**src/rtl/stack_pkg.sv**
```systemverilog
// Shared types and sizes for the hardware call/data stack.
package stack_pkg;
  localparam int SP_W   = 8;
  localparam int DATA_W = 10;
  localparam int DEPTH  = 256;

  typedef enum logic [1:0] {
    OP_PUSH = 2'b00,
    OP_POP  = 2'b01,
    OP_CALL = 2'b10,
    OP_RET  = 2'b11
  } op_e;

  typedef enum logic [1:0] {
    S_IDLE = 2'd0,
    S_EXEC = 2'd1,
    S_RESP = 2'd2
  } state_e;

  function automatic logic is_write(input op_e op);
    return (op == OP_PUSH) || (op == OP_CALL);
  endfunction
endpackage

```
**src/rtl/stack_ram.sv**
```systemverilog
// 256x10 stack storage: synchronous write, registered read with enable.
module stack_ram
  import stack_pkg::*;
(
  input  logic              clk,
  input  logic              we,
  input  logic              re,
  input  logic [SP_W-1:0]   addr,
  input  logic [DATA_W-1:0] wdata,
  output logic [DATA_W-1:0] rdata
);
  logic [DATA_W-1:0] mem [DEPTH];
  logic [DATA_W-1:0] rdata_q;

  // Read register only loads on re, so the popped word holds through RESP.
  always_ff @(posedge clk) begin
    if (we) mem[addr] <= wdata;
    if (re) rdata_q <= mem[addr];
  end

  assign rdata = rdata_q;
endmodule

```
**src/rtl/stack_unit.sv**
```systemverilog
// Request/response stack engine (PUSH/POP/CALL/RET) over a full-descending stack.
// Define STACK_GUARD_EN to add the depth counter and sticky overflow/underflow ERR.
module stack_unit
  import stack_pkg::*;
(
  input  logic              CLK,
  input  logic              RST,
  input  logic              REQ_VALID,
  input  logic [1:0]        REQ_OP,
  input  logic [DATA_W-1:0] REQ_DATA,
  output logic              REQ_READY,
  input  logic              RSP_READY,
  output logic              RSP_VALID,
  output logic [DATA_W-1:0] RSP_DATA,
  output logic [SP_W-1:0]   SP_OUT,
  output logic              ERR
);
  state_e            state_q, state_d;
  op_e               op_q, op_d;
  logic [DATA_W-1:0] data_q, data_d;
  logic [SP_W-1:0]   sp_q, sp_d;
  logic [DATA_W-1:0] rsp_data_q, rsp_data_d;
  logic              rsp_sel_ram_q, rsp_sel_ram_d;

  logic              full, empty;
  logic              ram_we, ram_re;
  logic [SP_W-1:0]   ram_addr;
  logic [DATA_W-1:0] ram_wdata, ram_rdata;

  always_comb begin
    state_d       = state_q;
    op_d          = op_q;
    data_d        = data_q;
    sp_d          = sp_q;
    rsp_data_d    = rsp_data_q;
    rsp_sel_ram_d = rsp_sel_ram_q;
    ram_we        = 1'b0;
    ram_re        = 1'b0;
    ram_addr      = sp_q;
    ram_wdata     = (op_q == OP_PUSH) ? {2'b00, data_q[7:0]} : data_q;
    case (state_q)
      S_IDLE: if (REQ_VALID) begin
        op_d    = op_e'(REQ_OP);
        data_d  = REQ_DATA;
        state_d = S_EXEC;
      end
      S_EXEC: begin
        state_d = S_RESP;
        if (is_write(op_q)) begin
          rsp_data_d    = ram_wdata;
          rsp_sel_ram_d = 1'b0;
          if (!full) begin
            ram_addr = sp_q - 8'd1;
            ram_we   = !RST;
            sp_d     = sp_q - 8'd1;
          end
        end else if (!empty) begin
          ram_re        = 1'b1;
          sp_d          = sp_q + 8'd1;
          rsp_sel_ram_d = 1'b1;
        end else begin
          rsp_data_d    = '0;
          rsp_sel_ram_d = 1'b0;
        end
      end
      S_RESP: if (RSP_READY) state_d = S_IDLE;
      default: state_d = S_IDLE;
    endcase
  end

  always_ff @(posedge CLK) begin
    if (RST) begin
      state_q       <= S_IDLE;
      op_q          <= OP_PUSH;
      data_q        <= '0;
      sp_q          <= '0;
      rsp_data_q    <= '0;
      rsp_sel_ram_q <= 1'b0;
    end else begin
      state_q       <= state_d;
      op_q          <= op_d;
      data_q        <= data_d;
      sp_q          <= sp_d;
      rsp_data_q    <= rsp_data_d;
      rsp_sel_ram_q <= rsp_sel_ram_d;
    end
  end

`ifdef STACK_GUARD_EN
  logic [SP_W:0] depth_q, depth_d;
  logic          err_q, err_d;

  assign full  = (depth_q == 9'(DEPTH));
  assign empty = (depth_q == '0);
  assign ERR   = err_q;

  always_comb begin
    depth_d = depth_q;
    err_d   = err_q;
    if (state_q == S_EXEC) begin
      if (is_write(op_q)) begin
        if (full) err_d = 1'b1;
        else      depth_d = depth_q + 9'd1;
      end else begin
        if (empty) err_d = 1'b1;
        else       depth_d = depth_q - 9'd1;
      end
    end
  end

  always_ff @(posedge CLK) begin
    if (RST) begin
      depth_q <= '0;
      err_q   <= 1'b0;
    end else begin
      depth_q <= depth_d;
      err_q   <= err_d;
    end
  end
`else
  assign full  = 1'b0;
  assign empty = 1'b0;
  assign ERR   = 1'b0;
`endif

  stack_ram u_ram (
    .clk   (CLK),
    .we    (ram_we),
    .re    (ram_re),
    .addr  (ram_addr),
    .wdata (ram_wdata),
    .rdata (ram_rdata)
  );

  assign REQ_READY = (state_q == S_IDLE);
  assign RSP_VALID = (state_q == S_RESP);
  assign RSP_DATA  = rsp_sel_ram_q ? ram_rdata : rsp_data_q;
  assign SP_OUT    = sp_q;
endmodule

```
**config.mk**
```make
export PLATFORM = sky130hd
export DESIGN_NAME = stack_unit
export DESIGN_NICKNAME = d
export VERILOG_FILES = /design/src/rtl/stack_pkg.sv /design/src/rtl/stack_ram.sv /design/src/rtl/stack_unit.sv
export SDC_FILE = /design/constraint.sdc
export NUM_CORES = 2
export LEC_CHECK = 0
export BUFFER_PORTS_ARGS = -buffer_cell sky130_fd_sc_hd__buf_2
export CAP_MARGIN = 20
export CORE_MARGIN = 2
export CORE_UTILIZATION = 30
export CTS_BUF_LIST = sky130_fd_sc_hd__clkbuf_8
export DETAILED_ROUTE_END_ITERATION = 8
export GPL_ROUTABILITY_DRIVEN = 0
export PLACE_DENSITY_LB_ADDON = 0.05
export SLEW_MARGIN = 20
export SYNTH_ARGS = -nofsm -noshare
export SYNTH_HDL_FRONTEND = slang
export SYNTH_HIERARCHICAL = 1
export SYNTH_SLANG_ARGS = --single-unit
```
**constraint.sdc**
```tcl
create_clock -name CLK -period 4.9 [get_ports CLK]
set_input_delay 0.49 -clock CLK [delete_from_list [all_inputs] [get_ports CLK]]
set_output_delay 0.49 -clock CLK [all_outputs]
set_load 0.1 [all_outputs]
```
==> results.ini <==
[timing]
period_minus_slack_ns = 4.725
drv_slew = 0
slew_headroom_pct = 26.91
skew_ns = 0.08198
finalHoldViolCount = 0
grt_setup_unrepaired = no
setup_violations = 0
fin_crit_sh_pct = 96.44
finalSetupTns_ns = 0
worst_pin_slew_ns = 1.096
fin_hold_ws_ns = 0.3956
fmax_mhz = 211.6

[route]
wl_per_cell_um = 31.23
vias_per_cell = 4.944
drt_iter0_drc = 4160
drc = 0
wl_um = 314100
dr.pass1.iters = 5
vias = 49732
antenna_left = 0

[min_path]
hold_path_depth = 3
hp-start = REQ_VALID
hold_class = input port to flop
hold_end = state_q[0]

[synth]
ys_types = 44
synth_nets = 4567
ys.flop_type = edfxtp_1
syn_area_per_cell_um2 = 21.85
ys_ff_latch = 2603
ys_warn_count = 6
synth.most_common_cell = edfxtp_1
syn_area_um2 = 99360
yosysSeqAreaShare_pct = 78.33
async_flop_share_pct = 0
synthTopCellsByArea = edfxtp_1, mux4_2, a22oi_1
synth_edf_count = 2570
synth_top_area_share_pct = 77.67
synthCells = 4547
synth_top_cells_by_count = edfxtp_1, mux4_2, a22oi_1, nor2_1
synth_top_cell_by_area = edfxtp_1

[critical_path]
rr_worst_depth = 10
max_stage_delay_ns = 0.75
cp_common_cell = buf_12
rr_startpoint = op_q[0]
arrival_ns = 5.58
endpoint_kind = flop
cpLargestDelayFamily = compound AO/OA/AOI/OAI gates
slowest_stage = o41ai_2
r2r-end = u_ram/rdata[0]
r2r_setup_slack_ns = 0.17
crit_required_ns = 5.76
path_max_fanout = 46
path_cells = or3b_1 > o21ai_4 > buf_12 > buf_12 > mux4_2 > a22oi_1 > a21oi_1 > o41ai_2 > buf_4 > nand4_1
path_class = flop to flop
path_buf_inv = 3
startpoint_type = flop
crit_start = op_q[0]

[clock_network]
clock_latency_ns = 1.13
htreeDepth = 5
cts-root-buf = clkbuf_8
cts_tree = yes
clock-sinks = 2603
cts_buffers = 457
clk_pin_slew_ns = 0.06
cts_buffer_depth = 4

[placed_design]
dp_cells = 9193
dp_hpwl_um = 194600
io_buffers = 35

[global_routing]
grt_pass1_vias = 52223
grt_overflow_total = 0
grt_pass1_wl_um = 436000
use_met1_pct = 26.31
grt_use_met2_pct = 30.47
grtUsageTotal_pct = 18.63
antenna_found_initial = 20
grt.busiest_layer = met2
met3_usage_pct = 2.826
grt_max_degree = 152

[cells_and_area]
fin_nets = 5333
fill_cells = 30835
areaGrowthSynthToFinish_pct = 18.49
drive_gt1_share_pct = 33.27
finalNonFillerCells = 10059

[power_and_ir_drop]
irDropWorstVdd_uv = 231.6
power_density_nw_per_um2 = 414.4
leakage_nw = 37.55

[floorplanning]
die_h_um = 579.5
dieArea_um2 = 335800
core_um2 = 330000
rows = 211
io_pins = 37
die_x_um = 579.5
start_util_pct = 30.11

[flow_run]
drv_cap = 0

[status]
status = complete, no violations

[registers in the layout (all words and copies together) (netlist names)]
name and cells:
SP_OUT 8, data_q 10, rsp_sel_ram_q 1, state_q 2, u_ram/rdata 10, op_q 2
rsp_data_q 10, u_ram/mem 2560
[metrics by stage]
step	setup WS, ns	cell area [µm²]	utilization [%]	power (W)
after floorplan	0.2301	99360	-	0.02804
after global placement	-0.4956	108900	33.01	0.03058
after detailed placement	-0.3372	109000	33.02	0.03058
after CTS	0.01097	117700	35.66	0.04972
after global routing	0.02514	117700	35.67	0.05077
final	0.1746	117700	35.68	0.04879
[worst max path at each step]
| stage | slack (ns) | endpoint | cells past startpoint |
|---|---|---|---|
| floorplan | 0.23 | u_ram/mem[0][8] | 2 |
| global placement | -0.50 | u_ram/rdata[0] | 10 |
| detailed placement | -0.34 | u_ram/rdata[7] | 12 |
| CTS | 0.01 | u_ram/rdata[0] | 10 |
| global route | 0.03 | u_ram/rdata[0] | 12 |
| finish | 0.17 | u_ram/rdata[0] | 10 |
[cell usage in the layout, fill, tap and decap left out, types with 6 or more instances in the layout]
cell type,n
a21oi_1,189
a22oi_1,320
buf_12,58
buf_2,36
buf_4,478
bufinv_16,16
clkbuf_8,465
clkinv_1,130
clkinv_2,64
clkinvlp_4,7
dfxtp_1,25
dfxtp_4,8
diode_2,12
dlygate4sd3_1,27
edfxtp_1,2570
inv_1,137
mux2_2,10
mux4_2,640
nand2_1,73
nand2_2,8
nand3_1,6
nand3_2,8
nand4_1,12
nor2_1,234
nor2_2,7
nor3_1,6
nor3_2,30
o41ai_1,14
o41ai_2,25
xnor2_1,7
[final cells by class]
cell class | instances | area [µm²] | share of cell area [%]
sequential | 2603 | 77860 | 66.14
multi-input combinational | 1647 | 20750 | 17.62
clock buffer | 465 | 6400 | 5.436
tap | 4366 | 5463 | 4.640
timing repair buffer | 599 | 5200 | 4.417
clock inverter | 362 | 2008 | 1.706
antenna | 12 | 30.03 | 0.02551
inverter | 5 | 18.77 | 0.01594
[where the power goes]
group | leakage, nW | internal (W) | total, W | switching (W)
logic | 8.44 | 0.00192 | 0.00535 | 0.00343
clock network | 4.81 | 0.00964 | 0.0188 | 0.00918
registers | 24.3 | 0.0245 | 0.0246 | 0.0000912
total | 37.6 | 0.0361 | 0.0488 | 0.0127
[cell families (layout without fill, tap and decap cells)]
kind of cell / count (synthesis) / count (layout) / share of synthesized area, %
buffers and inverters: 297 / 1431 / 1.294
AOI/OAI and AO/OA: 558 / 558 / 3.778
adders and majority gates: 4 / 4 / 0.05037
DFF: 2603 / 2603 / 78.33
and+or+nand+nor: 423 / 423 / 1.818
xor gates and xnor gates: 9 / 9 / 0.07934
other: 1 / 13 / 0.003774
muxes: 652 / 652 / 14.64
[per-layer routing]
layer  share of wire (%)  vias up  wire, µm
met2                  48     1167    151500
met5               0.011        -        34
li1                    -    20948         -
met3                 4.4      422     13860
met4                 2.0        6      6348
met1                  45    27189    142400
[worst reg2reg max path, delay by kind of cell, from the launching register on]
family / cells / cell delay, ns
buf+inv: 3 / 1.03
compound gates: 4 / 1.94
flops: 1 / 0.36
mux: 1 / 0.42
simple gates: 2 / 0.78
[what timing repair did]
| action | CTS | global route |
|---|---|---|
| endpoints found under the hold margin | 33 | 0 |
| gates resized for setup | 3 | 2 |
| hold buffers | 27 | 0 |
| buffers inserted | 0 | 0 |
| endpoints found under the setup margin | 2 | 2 |
Power figures use the tool's default switching activity.
